===== src/rtl/mag_comparator_pkg.sv =====
// Shared types for the registered magnitude comparator.
// Holds the compare-result encoding and the default operand width.
package cmp_pkg;
  localparam int DEFAULT_N = 4;

  typedef enum logic [1:0] {CMP_EQ, CMP_LT, CMP_GT} cmp_res_t;
endpackage


===== src/rtl/mag_comparator_if.sv =====
// Operand/result bundle for mag_comparator.
// The master drives operands and reads results; the slave side is the comparator.
interface mag_comparator_if #(parameter int N = cmp_pkg::DEFAULT_N);
  logic [N-1:0] A;
  logic [N-1:0] B;
  logic         in_valid;
  logic         signed_mode;
  logic         A_gt_B;
  logic         A_lt_B;
  logic         A_eq_B;
  logic [N-1:0] max_val;
  logic [N-1:0] min_val;
  logic         out_valid;

  modport master (
    output A, B, in_valid, signed_mode,
    input  A_gt_B, A_lt_B, A_eq_B, max_val, min_val, out_valid
  );

  modport slave (
    input  A, B, in_valid, signed_mode,
    output A_gt_B, A_lt_B, A_eq_B, max_val, min_val, out_valid
  );
endinterface


===== src/rtl/mag_compare_core.sv =====
// Combinational N-bit compare. Signed ordering is obtained by flipping
// both sign bits, which maps two's-complement order onto unsigned order.
module mag_compare_core
  import cmp_pkg::*;
#(
  parameter int N = DEFAULT_N
) (
  input  logic [N-1:0] i_a,
  input  logic [N-1:0] i_b,
  input  logic         i_signed_mode,
  output cmp_res_t     o_res
);
  logic [N-1:0] w_msb_flip;
  logic [N-1:0] w_a;
  logic [N-1:0] w_b;

  always_comb begin
    w_msb_flip        = '0;
    w_msb_flip[N-1]   = i_signed_mode;
  end

  assign w_a = i_a ^ w_msb_flip;
  assign w_b = i_b ^ w_msb_flip;

  always_comb begin
    o_res = CMP_EQ;
    if (w_a < w_b)      o_res = CMP_LT;
    else if (w_a > w_b) o_res = CMP_GT;
  end
endmodule


===== src/rtl/mag_comparator.sv =====
// Registered magnitude comparator: one-cycle latency, one compare per cycle.
// Flags and max/min hold their last values while no fresh input arrives.
module mag_comparator
  import cmp_pkg::*;
#(
  parameter int N = DEFAULT_N
) (
  input  logic clk,
  input  logic rst_n,
  mag_comparator_if.slave bus
);
  cmp_res_t     w_res;
  logic         r_gt;
  logic         r_lt;
  logic         r_eq;
  logic         r_vld;
  logic [N-1:0] r_max;
  logic [N-1:0] r_min;

  mag_compare_core #(.N(N)) u_core (
    .i_a           (bus.A),
    .i_b           (bus.B),
    .i_signed_mode (bus.signed_mode),
    .o_res         (w_res)
  );

  // On equality max takes A and min takes B, so only LT swaps the operands.
  always_ff @(posedge clk or negedge rst_n) begin
    if (!rst_n) begin
      r_gt  <= 1'b0;
      r_lt  <= 1'b0;
      r_eq  <= 1'b0;
      r_vld <= 1'b0;
      r_max <= '0;
      r_min <= '0;
    end else begin
      r_vld <= bus.in_valid;
      if (bus.in_valid) begin
        r_gt  <= (w_res == CMP_GT);
        r_lt  <= (w_res == CMP_LT);
        r_eq  <= (w_res == CMP_EQ);
        r_max <= (w_res == CMP_LT) ? bus.B : bus.A;
        r_min <= (w_res == CMP_LT) ? bus.A : bus.B;
      end
    end
  end

  assign bus.A_gt_B    = r_gt;
  assign bus.A_lt_B    = r_lt;
  assign bus.A_eq_B    = r_eq;
  assign bus.max_val   = r_max;
  assign bus.min_val   = r_min;
  assign bus.out_valid = r_vld;
endmodule


===== src/flat_wrapper.sv =====
// flat-port wrapper written by rule: the top's interface ports become plain ports
module mag_comparator_flat import cmp_pkg::*;
#(
  parameter int N = DEFAULT_N
)
  (clk, rst_n, bus_A, bus_B, bus_in_valid, bus_signed_mode, bus_A_gt_B, bus_A_lt_B, bus_A_eq_B, bus_max_val, bus_min_val, bus_out_valid);
  mag_comparator_if #(.N(N)) bus_i ();
  input  logic clk;
  input  logic rst_n;
  input wire logic [$bits(bus_i.A)-1:0] bus_A;
  input wire logic [$bits(bus_i.B)-1:0] bus_B;
  input wire logic [$bits(bus_i.in_valid)-1:0] bus_in_valid;
  input wire logic [$bits(bus_i.signed_mode)-1:0] bus_signed_mode;
  output wire logic [$bits(bus_i.A_gt_B)-1:0] bus_A_gt_B;
  output wire logic [$bits(bus_i.A_lt_B)-1:0] bus_A_lt_B;
  output wire logic [$bits(bus_i.A_eq_B)-1:0] bus_A_eq_B;
  output wire logic [$bits(bus_i.max_val)-1:0] bus_max_val;
  output wire logic [$bits(bus_i.min_val)-1:0] bus_min_val;
  output wire logic [$bits(bus_i.out_valid)-1:0] bus_out_valid;
  assign bus_i.A = bus_A;
  assign bus_i.B = bus_B;
  assign bus_i.in_valid = bus_in_valid;
  assign bus_i.signed_mode = bus_signed_mode;
  assign bus_A_gt_B = bus_i.A_gt_B;
  assign bus_A_lt_B = bus_i.A_lt_B;
  assign bus_A_eq_B = bus_i.A_eq_B;
  assign bus_max_val = bus_i.max_val;
  assign bus_min_val = bus_i.min_val;
  assign bus_out_valid = bus_i.out_valid;
  mag_comparator #(.N(N)) u_core (.clk(clk), .rst_n(rst_n), .bus(bus_i));
endmodule

===== config.mk =====
export PLATFORM = sky130hd
export DESIGN_NAME = mag_comparator_flat
export DESIGN_NICKNAME = d
export VERILOG_FILES = /design/src/rtl/mag_comparator_pkg.sv /design/src/rtl/mag_comparator_if.sv /design/src/rtl/mag_compare_core.sv /design/src/rtl/mag_comparator.sv /design/src/flat_wrapper.sv
export SDC_FILE = /design/constraint.sdc
export NUM_CORES = 1
export LEC_CHECK = 0
export CAP_MARGIN = 0
export CELL_PAD_IN_SITES_DETAIL_PLACEMENT = 1
export CELL_PAD_IN_SITES_GLOBAL_PLACEMENT = 1
export CORE_UTILIZATION = 35
export DETAILED_ROUTE_END_ITERATION = 12
export PLACE_DENSITY_LB_ADDON = 0.1
export REMOVE_ABC_BUFFERS = 1
export SLEW_MARGIN = 20
export SYNTH_ARGS = -nofsm -noshare
export SYNTH_HDL_FRONTEND = slang
export SYNTH_SLANG_ARGS = --single-unit

===== constraint.sdc =====
create_clock -name clk -period 1.7 [get_ports clk]
set_input_delay 0.51 -clock clk [delete_from_list [all_inputs] [get_ports clk]]
set_output_delay 0.51 -clock clk [all_outputs]
set_load 0.1 [all_outputs]

Yosys cells after proc, flatten, opt, wreduce, memory -nomap -nowiden. Index checks and enable logic that the tools add are counted.

Bitwise operators: 2. Order comparisons: 2. Equality and inequality tests: 2. Reduce and logical (&&, ||, !) cells: 1. Muxes and demuxes: 4.

Operators with widths (number): $mux 4 (2); $xor 4x4->4 (2); $gt 4x4->1 (1); $lt 4x4->1 (1); $mux 2 (2); $eq 2x1->1 const B (1); $eq 2x2->1 const B (1); $logic_not 2->1 (1).

Word-level logic and storage cells: 17. Bits in registers: 12. Bits of input ports: 12. Output and inout bits: 12.

Logic depth before layout (Yosys ltp). Gate-level depths: netlist of the first run.

Depth after elaboration: 6. Mapped depth: 6. Gate-level depth less buffers: 6.

Cells and area by module. A second synthesis of the first run with hierarchy kept.

Cells, all modules: 73. Area, all modules: 752.0 um^2.

By module, submodules not included: mag_comparator (seq. area each 300.3 um^2, instances 1, area an instance 624.3 um^2, cells each 57); mag_compare_core (seq. area each 0.0 um^2, instances 1, area an instance 127.6 um^2, cells each 16).

Least setup slack after synthesis of the first run. OpenSTA, ideal clock, no wires.

Kind: input port to flip-flop. Start: input port bus_B[3]. End: register u_core.r_lt (netlist: u_core.bus.A_lt_B). Data arrival time: 1.511 ns. Library setup time: 0.125 ns. Required time: 1.575 ns. Slack: 0.064 ns. Path buffers: 1. Cell stages on the path: 5. Path through: clkbuf_2 -> xnor2_2 -> o211a_1 -> nor2_4 -> mux2_2.

Longest elaborated chain between the ends: 5. Elaborated cells on any way between the ends: 6. Those cells by class: 2 x order compare; 1 x eq/ne; 2 x mux; 1 x bitwise.

RTL lines: from (decl) (line flat_wrapper.sv:11) `input wire logic [$bits(bus_i.B)-1:0] bus_B;`; $xor 4x4->4 * (line mag_compare_core.sv:23) `assign w_b = i_b ^ w_msb_flip;`; $gt 4x4->1 (line mag_compare_core.sv:28) `else if (w_a > w_b) o_res = CMP_GT;`; $mux 2 (line mag_compare_core.sv:28); $mux 2 * (line mag_compare_core.sv:27) `if (w_a < w_b) o_res = CMP_LT;`; $eq 2x1->1 * (line mag_comparator.sv:40) `r_lt <= (w_res == CMP_LT);`; to (signal assigned) (line mag_comparator.sv:40); to (decl) (line mag_comparator.sv:14) `logic r_lt;`.

Mark *: on every way between the ends. The rest lies on a longest branch, timed or not. A chain may end at the register's enable or synchronous reset.

Final worst setup path of the first run.
Start: input port bus_A[3]. End: register u_core.r_max[0] (netlist: u_core.bus.max_val[0]).

Longest elaborated chain between the ends: 6. Elaborated cells on any way between the ends: 7. Those cells by class: 2 x order compare; 1 x eq/ne; 3 x mux; 1 x bitwise.

RTL lines: from (decl) (line flat_wrapper.sv:10) `input wire logic [$bits(bus_i.A)-1:0] bus_A;`; $xor 4x4->4 * (line mag_compare_core.sv:22) `assign w_a = i_a ^ w_msb_flip;`; $gt 4x4->1 (line mag_compare_core.sv:28); $mux 2 (line mag_compare_core.sv:28); $mux 2 * (line mag_compare_core.sv:27); $eq 2x1->1 * (line mag_comparator.sv:42) `r_max <= (w_res == CMP_LT) ? bus.B : bus.A;`; $mux 4 * (line mag_comparator.sv:42); to (signal assigned) (line mag_comparator.sv:42); to (decl) (line mag_comparator.sv:17) `logic [N-1:0] r_max;`.

Marked as above.

==> results of run 1 <==
-- cell usage after synthesis, types with 2 or more instances --
| master | count |
|---|---|
| dfrtp_1 | 12 |
| a21oi_1 | 7 |
| a31oi_1 | 6 |
| inv_1 | 6 |
| nor2_1 | 6 |
| o21ai_0 | 6 |
| ha_1 | 3 |
| mux2_2 | 3 |
| maj3_1 | 2 |
-- power breakdown --
group	switching [W]	internal, W	leakage (nW)	total (W)
clock	0.000114	0.0000822	0.0138	0.000196
combinational	0.000441	0.000273	0.452	0.000714
sequential	0.0000463	0.000322	0.140	0.000369
-- state kept, by name (all words and copies together), names as in the netlist --
| register | flops |
|---|---|
| u_core.bus.max_val | 4 |
| u_core.bus.min_val | 4 |
| u_core.bus.A_eq_B | 1 |
| u_core.bus.A_gt_B | 1 |
| u_core.bus.A_lt_B | 1 |
| u_core.bus.out_valid | 1 |
-- worst reg2reg max path, cell delays in order, from the launching register on --
cell	delay (ns)
dfrtp_1	0.42
o22ai_1	0.20
a21oi_1	0.08
-- worst min-delay path by stage --
| stage | startpoint | end | cells after the start | slack (ns) |
|---|---|---|---|---|
| floorplan | rst_n | u_core.bus.A_eq_B$_DFFE_PN0P_ | 0 | 0.21 |
| global placement | u_core.bus.max_val[3]$_DFFE_PN0P_ | u_core.bus.max_val[3]$_DFFE_PN0P_ | 1 | 0.56 |
| detailed placement | u_core.bus.max_val[3]$_DFFE_PN0P_ | u_core.bus.max_val[3]$_DFFE_PN0P_ | 1 | 0.57 |
| CTS | rst_n | u_core.bus.min_val[2]$_DFFE_PN0P_ | 2 | 0.56 |
| global route | bus_B[1] | u_core.bus.min_val[1]$_DFFE_PN0P_ | 3 | 0.52 |
| finish | bus_B[1] | u_core.bus.min_val[1]$_DFFE_PN0P_ | 3 | 0.52 |
-- per-stage QoR --
stage	setup TNS [ns]	instance area, sq um
3_3_place_gp	-5.137	1151
6_report	0	1346
4_1_cts	0	1257
3_5_place_dp	-5.692	1151
2_1_floorplan	0	679.4
5_1_grt	0	1346
-- timing repair --
| action | CTS | global route |
|---|---|---|
| setup buffers | 5 | 1 |
| pin swaps | 14 | 16 |
| gates resized for setup | 21 | 20 |
| setup endpoints to repair | 9 | 9 |
-- layer usage --
layer	vias to the layer above	part of all wire, %	global-route usage (%)
met5	-	0	0
met4	0	3.7	8.235
met3	10	6.9	5.882
met2	45	52	42.78
met1	370	37	33.65
li1	331	-	-
-- final cells by class --
class,count,area share (%)
multi-input cells,46,35.97
well taps,25,2.323
repair buffers,41,36.06
flip-flops and latches,12,22.30
clock buffers,3,1.673
inverters,6,1.673
-- kinds of logic after synthesis --
family / count (synthesis) / synth area share (%)
multiplexers: 3 / 4.909
AO/OA/AOI/OAI: 25 / 25.09
flip-flops: 12 / 43.64
XOR/XNOR: 2 / 3.637
AND/OR/NAND/NOR: 11 / 9.819
adder cells (fa/ha/maj): 5 / 8.364
buffers and inverters: 8 / 4.544
==> summary.md, run 1 <==
| Metric | Value |
|---|---|
| Status | finished, final reports clean |
| Layout cells sized above 1 | a little under three fifths |
| Crit Path Class | primary input to flip-flop |
| RSZ-0062 raised after global routing | false |
| Final Power | 0.001279 W |
| Routed wire length | 3120 microns |
| CP startpoint kind | primary input |
| Core Rows | 15 |
| Most frequent cells in the layout | 18 x buf_4, 12 x buf_12, 12 x dfrtp_1 |
| Worst Path Buf+Inv | 1 |
| Root buf cell | clkbuf_4 |
| Final setup violation count | 0 |
| CTS buffer count | 3 |
| Slowest stage cell, crit path | dlygate4sd2_1 |
| Worst setup endpoint | u_core.bus.max_val[0]$_DFFE_PN0P_ |
| Routed vias | 756 |
| Number of global-route vias before repair | 797 |
| WHS | approximately 0.52 ns |
| Worst slew pin tran | 0.3625 ns |
| Via-per-instance ratio | between 5 and 6 |
| Crit path time final | 1.671 ns |
| Largest net degree at the start of global routing | 13 |
| Sequential share of the synthesized area | a little over two fifths |
| Core Util, Final | 75.51% |
| Max_slew headroom | 75.84% |
| Post-synthesis instance total | 66 |
| # fillers | 164 |
| Largest fanout on the critical path | 7 |
| YS warnings | 0 |
| Top FF cell, synth | dfrtp_1 |
| WP data arrival | 1.85 ns |
| Residual DRC | 0 |
| Synth area leader | dfrtp_1 |
| Critical path depth | 5 |
| HPWL Detailed | 1445 microns |
| Multi-input gate area | 484.2 sq um |
| Clk buf depth | 2 |
| R2R cell count | 2 |
| Sink Count | 12 |
| Die Ht | around 46 microns |
| Area contributors post-synth | dfrtp_1 44%, a31oi_1 5.5%, ha_1 5.5%, a21oi_1 5.1%, mux2_2 4.9% |
| VDD IR max | approximately 0.68 mV |
| Seq cells post-synth | 12 |
| Syn avg cell area | 10.43 sq um |
| CP startpoint | bus_A[3] |
| Ys async rst share | 100.0% |
| Slowest cell delay on critical path | 0.41 ns |
| Setup ws final | 0.02874 ns |
| Worst hold path type | primary input to flip-flop |
| DR WL/cell | 23.46 microns |
| Area grow syn2layout | 95.64% |
| Die width | 46.34 microns |
| Yosys cell types | 24 |
| Cell area after synthesis | 688.2 sq um |
| Setup skew after layout | 0 ns |
| DRT iter0 DRCs | 30 |
| Reg-to-Reg Start | u_core.bus.A_gt_B$_DFFE_PN0P_ |
| R2R Path End | u_core.bus.A_gt_B$_DFFE_PN0P_ |
| Port bufs | 23 |
| Required @ worst endpoint | 1.87 ns |
| Post-synth EDFFs | 0 |
| Setup crit end kind | flip-flop |
| Pleak | between 0.6 and 0.7 nW |
| Antenna diodes | 0 |
| Gpl congestion | 0.8011 |
| Final Hold Viols | 0 |
| Post-CTS Hold Buffers | 0 |
| Commonest non-fill, non-tap cell in the layout | buf_4 |
| Initial Util | 38.60% |
| Final Max Tran Viols | 0 |
| CP top delay family | compound AO/OA/AOI/OAI gates |
| Nets@finish | between 100 and 150 |
| Final Non-Filler Cells | 133 |
| Io pins | 24 |
| Final period util | 98.31% |
| Clk Latency, worst-skew pair | 0.27 ns |
| First-pass GRT wire length | roughly 3800 microns |
| Crit-path cells | dlygate4sd2_1 -> and3b_2 -> a211o_4 -> o21ai_1 -> a21oi_1 |
| GRT Overall Usage | a little over a quarter |
| Setup slack, reg-to-reg | between 0.8 and 0.9 ns |
| Pre-CTS worst setup slack | -0.6160 ns |
| Fmax | 598.4 MHz |
| Initial antenna violation count | 0 |
| Pwr dens | 950.4 nW/um^2 |
| FF/Latch Area | roughly 300 sq um |
| Max Cap Viol | 0 |
| Core Region | around 1800 sq um |
| CTS H-Tree Depth | 1 |
| TritonRoute pass-1 iters | 4 |
| Share of the synthesized area in the top cell type | 43.64% |
| GRT Residual Overflow | 0 |
| Placed Cells incl. Taps | ~120 |
| CTS tree | yes |
| Worst-path clk slew | 0.10 ns |
| Die footprint | 2147 sq um |
| ANT nets after route | 0 |
Power figures use the tool's default switching activity.
==> inputs of run 2 (changes only) <==
--- a/config.mk
+++ b/config.mk
@@ -8,8 +8,10 @@
 export CAP_MARGIN = 0
 export CELL_PAD_IN_SITES_DETAIL_PLACEMENT = 1
 export CELL_PAD_IN_SITES_GLOBAL_PLACEMENT = 1
+export CORE_ASPECT_RATIO = 1.1
 export CORE_UTILIZATION = 35
 export DETAILED_ROUTE_END_ITERATION = 12
+export MAX_ROUTING_LAYER = met4
 export PLACE_DENSITY_LB_ADDON = 0.1
 export REMOVE_ABC_BUFFERS = 1
 export SLEW_MARGIN = 20
==> constraint.sdc (replaced) <==
create_clock -name clk -period 1.7 [get_ports clk]
set_input_delay 0.51 -clock clk [delete_from_list [all_inputs] [get_ports clk]]
set_output_delay 0.51 -clock clk [all_outputs]
set_load 0.02 [all_outputs]
==> summary.md, run 2 (synthesis gave the netlist of run 1 again) <==
| Metric | Value |
|---|---|
| Post-CTS Hold Buffers | 0 (unchanged) |
| GRT Overall Usage | 25.41% (was 26.13%) |
| Crit path time final | 1.638 ns (was 1.671 ns) |
| Number of global-route vias before repair | 727 (was 797) |
| Post-DP Area | 1039 sq um (was 1151 sq um) |
| Setup skew after layout | 0 ns (unchanged) |
| Worst-path clk slew | 0.09 ns (was 0.10 ns) |
| DR WL/cell | 18.40 microns (was 23.46 microns) |
| Core Region | 1822 sq um (was 1783 sq um) |
| Required @ worst endpoint | 1.88 ns (was 1.87 ns) |
| Residual DRC | 0 (unchanged) |
| R2R Path End | u_core.bus.max_val[3]$_DFFE_PN0P_ (was u_core.bus.A_gt_B$_DFFE_PN0P_) |
| Die footprint | 2148 sq um (was 2147 sq um) |
| Status | finished, final reports clean (unchanged) |
| ANT nets after route | 0 (unchanged) |
| Root buf cell | clkbuf_4 (unchanged) |
| Worst hold path type | flip-flop to flip-flop (was primary input to flip-flop) |
| Pleak | 0.5326 nW (was 0.6056 nW) |
| Clk Latency, worst-skew pair | 0.27 ns (about the same) |
| Worst slew pin tran | 0.3209 ns (was 0.3625 ns) |
| Die width | 44.28 microns (was 46.34 microns) |
| Worst setup endpoint | u_core.bus.max_val[2]$_DFFE_PN0P_ (was u_core.bus.max_val[0]$_DFFE_PN0P_) |
| Most frequent cells in the layout | 16 x dlygate4sd2_1, 14 x buf_4, 12 x dfrtp_1 (was 18 x buf_4, 12 x buf_12, 12 x dfrtp_1) |
| Die Ht | 48.51 microns (was 46.34 microns) |
| Io pins | 24 (unchanged) |
| CP startpoint kind | primary input (unchanged) |
| DRT iter0 DRCs | 10 (was 30) |
| Final Hold Viols | 0 (unchanged) |
| Layout cells sized above 1 | 35.24% (was 55.56%) |
| VDD IR max | 0.5916 mV (was 0.6766 mV) |
| R2R cell count | 1 (was 2) |
| Core Rows | 16 (was 15) |
| Routed wire length | 2429 microns (was 3120 microns) |
| Reg-to-Reg Start | u_core.bus.max_val[3]$_DFFE_PN0P_ (was u_core.bus.A_gt_B$_DFFE_PN0P_) |
| WP data arrival | 1.81 ns (was 1.85 ns) |
| Crit Path Class | primary input to flip-flop (unchanged) |
| Largest fanout on the critical path | 4 (was 7) |
| CP startpoint | bus_A[3] (unchanged) |
| Largest net degree at the start of global routing | 16 (was 13) |
| First-pass GRT wire length | 3857 microns (was 3836 microns) |
| Max Cap Viol | 0 (unchanged) |
| CTS tree | yes (unchanged) |
| Final Max Tran Viols | 0 (unchanged) |
| Area grow syn2layout | 69.82% (was 95.64%) |
| Clk buf depth | 2 (unchanged) |
| Routed vias | 692 (was 756) |
| Antenna diodes | 0 (unchanged) |
| CTS H-Tree Depth | 1 (unchanged) |
| Finished Cell Area | 1169 sq um (was 1346 sq um) |
| Final setup violation count | 0 (unchanged) |
| Fmax | 610.7 MHz (was 598.4 MHz) |
| TNS Setup | 0 ns (unchanged) |
| Via-per-instance ratio | 5.242 (was 5.684) |
| Final period util | 96.33% (was 98.31%) |
| CTS buffer count | 3 (unchanged) |
| Max_slew headroom | 78.58% (was 75.84%) |
| Nets@finish | 122 (was 125) |
| Pwr dens | 749.5 nW/um^2 (was 950.4 nW/um^2) |
| Initial Util | 37.77% (was 38.60%) |
| TritonRoute pass-1 iters | 4 (unchanged) |
| Core Util, Final | 64.15% (was 75.51%) |
| Initial antenna violation count | 0 (unchanged) |
| Commonest non-fill, non-tap cell in the layout | dlygate4sd2_1 (was buf_4) |
| Gpl congestion | 0.7696 (was 0.8011) |
| Port bufs | 23 (unchanged) |
| Sink Count | 12 (unchanged) |
| Setup crit end kind | flip-flop (unchanged) |
| GRT Residual Overflow | 0 (unchanged) |
| HPWL Detailed | 1327 microns (was 1445 microns) |
| Setup slack, reg-to-reg | 0.96 ns (was 0.88 ns) |
[run 2: worst min-delay path by stage]
stage                                  startpoint                       endpoint  slack, ns  cells after the start
CTS                 u_core.bus.A_lt_B$_DFFE_PN0P_  u_core.bus.A_lt_B$_DFFE_PN0P_       0.51                      1
global route        u_core.bus.A_lt_B$_DFFE_PN0P_  u_core.bus.A_lt_B$_DFFE_PN0P_       0.51                      1
finish              u_core.bus.A_lt_B$_DFFE_PN0P_  u_core.bus.A_lt_B$_DFFE_PN0P_       0.50                      1
global placement    u_core.bus.A_lt_B$_DFFE_PN0P_  u_core.bus.A_lt_B$_DFFE_PN0P_       0.49                      1
detailed placement  u_core.bus.A_lt_B$_DFFE_PN0P_  u_core.bus.A_lt_B$_DFFE_PN0P_       0.50                      1
floorplan                                   rst_n  u_core.bus.A_eq_B$_DFFE_PN0P_       0.21                      0
[run 2: per-layer routing]
metal,GRT usage [%],share of wire [%],vias to the layer above
met3,4.478,2.7,4
met2,40.44,53,16
met1,31.83,43,350
met4,9.091,1.1,0
li1,-,-,322
met5,-,0,-
[run 2: through the flow]
stage                     hold slack, ns  setup slack [ns]  cells   power, W
after floorplan                   0.2144           0.08538     64  0.0004909
after global placement            0.4920           -0.5833    125  0.0006523
after detailed placement          0.4956           -0.6300    125  0.0006600
after CTS                         0.5074          0.001358    132  0.0008516
after global routing              0.5140         -0.001407    132  0.0009147
final                             0.5011           0.06247    132  0.0008758
[run 2: cell type report]
type	instances	area, sq um
clock buffers	3	22.52
fillers	197	653.1
inverters	6	22.52
multi-input cells	46	451.7
flip-flops and latches	12	300.3
well taps	27	33.78
repair buffers	38	337.8
[run 2: timing repair]
| action | in CTS | in global routing |
|---|---|---|
| resized for setup | 37 | 9 |
| buffers inserted | 4 | 0 |
| pin swaps | 8 | 6 |
| endpoints found under the setup margin | 21 | 9 |
[run 2: worst max-delay path: stages]
cell and delay, ns:
clkdlybuf4s15_1 0.31, xnor2_4 0.35, o211ai_1 0.19, buf_4 0.18, a31oi_4 0.18, a21oi_1 0.09
[run 2: power by group]
| part | internal [W] | leakage (nW) | total, W | switching [W] |
|---|---|---|---|---|
| combinational | 0.000159 | 0.379 | 0.000346 | 0.000186 |
| clock | 0.0000823 | 0.0138 | 0.000189 | 0.000107 |
| sequential | 0.000322 | 0.140 | 0.000341 | 0.0000185 |
==> edit 1, RTL diff (config.mk and constraints of run 2) <==
Change the package constant `DEFAULT_N` from 4 to 8.
--- a/src/rtl/mag_comparator_pkg.sv
+++ b/src/rtl/mag_comparator_pkg.sv
@@ -1,7 +1,7 @@
 // Shared types for the registered magnitude comparator.
 // Holds the compare-result encoding and the default operand width.
 package cmp_pkg;
-  localparam int DEFAULT_N = 4;
+  localparam int DEFAULT_N = 8;
 
   typedef enum logic [1:0] {CMP_EQ, CMP_LT, CMP_GT} cmp_res_t;
 endpackage
Interface: changed (resized bus_A, bus_B, bus_max_val and bus_min_val); port bits go from 24 to 40. The function was not compared with the original's and may differ.
==> edit 1 against run 2 <==
The flow now finishes with violations (DRC, setup timing). Power increased by 89%. Critical endpoint unchanged. Final area grew 93%. Critical path depth up 3. Sequential power increased by 71%. Sequential share of layout area fell by 3.5 points. Setup slack lost 270 ps. Largest cell class unchanged. Synthesized area is 73% higher. Largest power group unchanged. Critical path type unchanged. Sequential cell count is 8 higher. Wire length increased to 3.0 times the old value. Worst hold slack got worse by 56 ps.
==> edit 1: results (changes against run 2) <==
stage,metric,value,unit,change
grt,grt_max_degree,26,,+10
critical_path,r2r_start,u_core.bus.A_gt_B,,
routing,num_vias,1564,,+130%
worst_hold_path,whs_path_depth,3,,+2
clock_network,cts_resized,123,,+230%
critical_path,worstPathMaxFanout,6,,+2
synth,synth.area.top_cells,"dfrtp_1 42%, ha_1 7.4%, a21oi_1 6.7%",,
layout,drive_gt1_frac,0.570,,+0.218
placed_design,dp_slack,-785,ps,-155 ps
routing,drt-pass1-iter-count,8,,+4
power_and_ir_drop,power_frac_seq,0.352,,-0.037
timing,slew_headroom,0.775,,-0.0112
clock_network,insertion_delay,310,ps,+40 ps
power_and_ir_drop,netSwitchingPower,0.660,mW,+110%
critical_path,r2r_cells,2,,+1
synth,synth.top_cells.by_count,"20 x dfrtp_1, 16 x a21oi_1, 15 x nor2_1",,
routing,drt_iter0_markers,121,,+111
synth,avgSynthCellArea,9.35,um^2,-10%
synth,synth_mux_area_frac,0.00948,,-0.0396
synth,synth-xor-area-share,0.00738,,-0.0290
critical_path,arrival,2180,ps,+370 ps
synth,synth.distinct_cells,32,,+33%
routing,drc,4,,+4
critical_path,crit_end,u_core.bus.max_val[2],,
synth,synth_compound_area_frac,0.312,,+0.0610
placed_design,port_buffers,39,,+70%
worst_hold_path,hold_path.startpoint,bus_B[2],,
status,status,finished with violations,,
placed_design,placed_cell_area,1740,um^2,+67%
power_and_ir_drop,ir_drop,0.000553,V,-6.5%
clock_network,cts_setup_buffers,14,,+10
power_and_ir_drop,power_combinational,0.764,mW,+120%
timing,whs,446,ps,-55.6 ps
synth,synthAdderAreaFrac,0.0738,,-0.00987
critical_path,worstReg2RegEnd,u_core.bus.A_gt_B,,
routing,wl_per_cell,29.7,um,+62%
timing,setup_violations,18,,+18
power_and_ir_drop,p_leak,0.976,nW,+83%
timing,final.setup.worst_slack,-208,ps,-271 ps
grt,grt_usage,0.362,,+0.108
timing,tns,-1890,ps,-1890 ps
layout,stdcell_count,241,,+83%
grt,grt_pass1_wl,9400,um,+140%
placed_design,gp_congestion,0.760,,-1.3%
placed_design,placed_cells,214,,+71%
worst_hold_path,hold_class,in2reg,,
synth,ys_seq_area_frac,0.421,,-0.0149
critical_path,crit_path_start,bus_A[1],,
critical_path,rrSetupSlack,790,ps,-170 ps
clock_network,htree_levels,1,,unchanged
worst_hold_path,hold_end,u_core.bus.min_val[2],,
status,failed_checks,"DRC, setup timing",,
clock_network,clkTransAtPathRegs,140,ps,+50 ps
placed_design,place_hpwl,2580,um,+94%
power_and_ir_drop,power_density,733,nW/um^2,-2.3%
grt,grt_pass1_vias,1726,,+140%
## edit 1: cell count changes in the layout (fill, tap and decap cells not counted), moves of 6 or more
cell,change
buf_6,+8
a21oi_2,+12
o31a_1,+7
nor2_1,+8
o21ai_2,+6
buf_4,+17
buf_2,+6
dfrtp_1,+8
clkbuf_2,+6
a41oi_2,+6
## edit 1: worst max-delay path, cell delays in order
cell and delay (ps):
buf_6 110, ha_4 240, nor2b_4 130, o211ai_1 300, a21oi_2 130, buf_6 150, buf_8 130, o31a_1 320
a21oi_2 160
## edit 1: area by class of cell
cell class / instances / area [um^2]
fillers: 309 / 868
multi-input cells: 92 / 927
clock buffers: 4 / 36.3
flip-flops and latches: 20 / 500
well taps: 34 / 42.5
repair buffers: 81 / 709
inverters: 10 / 42.5
## edit 1: routing by layer
| metal | global-route usage | wire [um] |
|---|---|---|
| met4 | 0.226 | 393 |
| met2 | 0.596 | 3690 |
| met3 | 0.0493 | 450 |
| met5 | - | 0 |
| met1 | 0.410 | 2630 |
==> edit 2, RTL diff (config.mk and constraints of run 2) <==
Without the edit above. Make the reset (`rst_n`) synchronous in one clocked block.
--- a/src/rtl/mag_comparator.sv
+++ b/src/rtl/mag_comparator.sv
@@ -25,7 +25,7 @@
   );
 
   // On equality max takes A and min takes B, so only LT swaps the operands.
-  always_ff @(posedge clk or negedge rst_n) begin
+  always_ff @(posedge clk) begin
     if (!rst_n) begin
       r_gt  <= 1'b0;
       r_lt  <= 1'b0;
Formal check against the unedited RTL: differs if rst_n is asserted again (counterexample within 4 cycles, from zero or initial values and one cycle with rst_n low); with rst_n held inactive, the same outputs for 10 cycles.
==> edit 2 against run 2 <==
Final area decreased by 7.1%. Maximum frequency fell by 2.5%. Setup slack lost 43 ps. Wire length is 5.7% lower. Core utilization rose by 3.9 points. Power is 6.8% lower. Sequential cell count is the same. Synthesized area shrank 11%. Register-to-register slack improved by 30 ps. Global-route usage increased by 2.1 points. Critical path type unchanged. Highest routed layer unchanged.
==> edit 2: results (changes against run 2) <==
stage,metric,value,unit,change
clock_network,htree_levels,1,,unchanged
synth,syn_inst,74,,+12%
timing,fin_crit_sh,0.988,,+0.0251
layout,stdcell_count,128,,-3.0%
grt,grt_remaining_overflow,0,,unchanged
grt,grt_usage,0.275,,+0.0207
grt,antenna_found_initial,0,,unchanged
power_and_ir_drop,ir_drop,0.000452,V,-24%
synth,synth.area.top_cells,"dfxtp_1 39%, o21ai_0 13%, a31oi_1 8.2%",,
critical_path,worstReg2RegEnd,u_core.bus.min_val[3],,
critical_path,r2r_start,u_core.bus.min_val[3],,
placed_design,placed_cells,122,,-2.4%
worst_hold_path,hold_class,reg2reg,,
placed_design,gp_congestion,0.799,,+3.8%
clock_network,root_buffer,clkbuf_4,,
synth,synth.distinct_cells,21,,-13%
critical_path,r2r_cells,2,,+1
synth,synth.top_cells.by_count,"16 x o21ai_0, 12 x dfxtp_1, 8 x a31oi_1",,
placed_design,dp_slack,-597,ps,+33.3 ps
synth,synth_ff_type,dfxtp_1,,
routing,drt-pass1-iter-count,4,,unchanged
clock_network,clkTransAtPathRegs,80,ps,
clock_network,clk_path_buf_depth,2,,unchanged
power_and_ir_drop,p_leak,0.498,nW,-6.5%
layout,nFillCells,185,,-6.1%
grt,grt_pass1_wl,3650,um,-5.4%
layout,antennaDiodeCount,0,,unchanged
routing,wl,2290,um,-5.7%
synth,ys_seq_area_frac,0.392,,-0.0445
critical_path,worstPathMaxFanout,4,,unchanged
timing,skew,0,ps,unchanged
critical_path,crit_path_start,bus_B[1],,
layout,drive_gt1_frac,0.297,,-0.0551
status,status,finished clean,,
placed_design,port_buffers,23,,unchanged
grt,grt_max_degree,24,,+8
clock_network,cts_buffers,3,,unchanged
grt,grt_pass1_vias,763,,+5.0%
placed_design,placed_cell_area,945,um^2,-9.0%
routing,drt_iter0_markers,13,,+3
placed_design,place_hpwl,1390,um,+4.4%
critical_path,crit_end,u_core.bus.max_val[1],,
synth,ys_warn_count,0,,unchanged
timing,tightest_slew,339,ps,+18.0 ps
critical_path,rrSetupSlack,990,ps,+30 ps
synth,synthArstFlopShare,0,,-1.00
routing,num_vias,736,,+6.4%
clock_network,insertion_delay,280,ps,
[edit 2: critical path: stages]
cell and delay (ps):
clkdlybuf4s15_1 210, inv_1 80, ha_4 240, nor2b_4 130
o211ai_1 230, buf_4 190, nand3_1 100, a31oi_1 190
[edit 2: timing repair]
action / CTS / global route
resized for setup: 40 / 12
pin swaps: 7 / 8
cloned: 0 / 0
endpoints found under the setup margin: 21 / 9
setup buffers: 2 / 0
hold endpoints to repair: 0 / 0
[edit 2: area by class of cell]
class                   count  area [um^2]  share of cell area
multi-input cells          55          458               0.422
repair buffers             35          312               0.287
flip-flops and latches     12          240               0.221
clock buffers               4         36.3              0.0334
well taps                  17         21.3              0.0196
inverters                   5         18.8              0.0173
[edit 2: cell families after synthesis]
logic type / share of synthesized area
DFF: 0.392
buffers and inverters: 0.0429
and+or+nand+nor: 0.163
adders and majority gates: 0.0612
AOI/OAI and AO/OA: 0.327
xor gates and xnor gates: 0.0143
[edit 2: report_power, final]
part	internal [mW]	switching [mW]
logic	0.124	0.143
clock network	0.130	0.108
registers	0.302	0.00904
total	0.556	0.260
[edit 2: layer usage]
layer	share of wire	wire length [um]	GRT usage	vias to the layer above
met4	0.017	38	0.116	0
li1	-	-	-	352
met5	0	0	-	-
met2	0.56	1290	0.519	20
met1	0.39	887	0.284	359
met3	0.032	74	0.0476	5
[edit 2: how the worst min path moves through the flow]
stage,slack (ps),from,end,cells past startpoint
4_1_cts,480,u_core.bus.A_lt_B,u_core.bus.A_lt_B,2
6_report,470,u_core.bus.A_eq_B,u_core.bus.A_eq_B,2
3_3_place_gp,460,u_core.bus.A_lt_B,u_core.bus.A_lt_B,2
2_1_floorplan,550,u_core.bus.A_eq_B,u_core.bus.A_eq_B,2
5_1_grt,500,u_core.bus.A_eq_B,u_core.bus.A_eq_B,2
3_5_place_dp,470,u_core.bus.A_lt_B,u_core.bus.A_lt_B,2
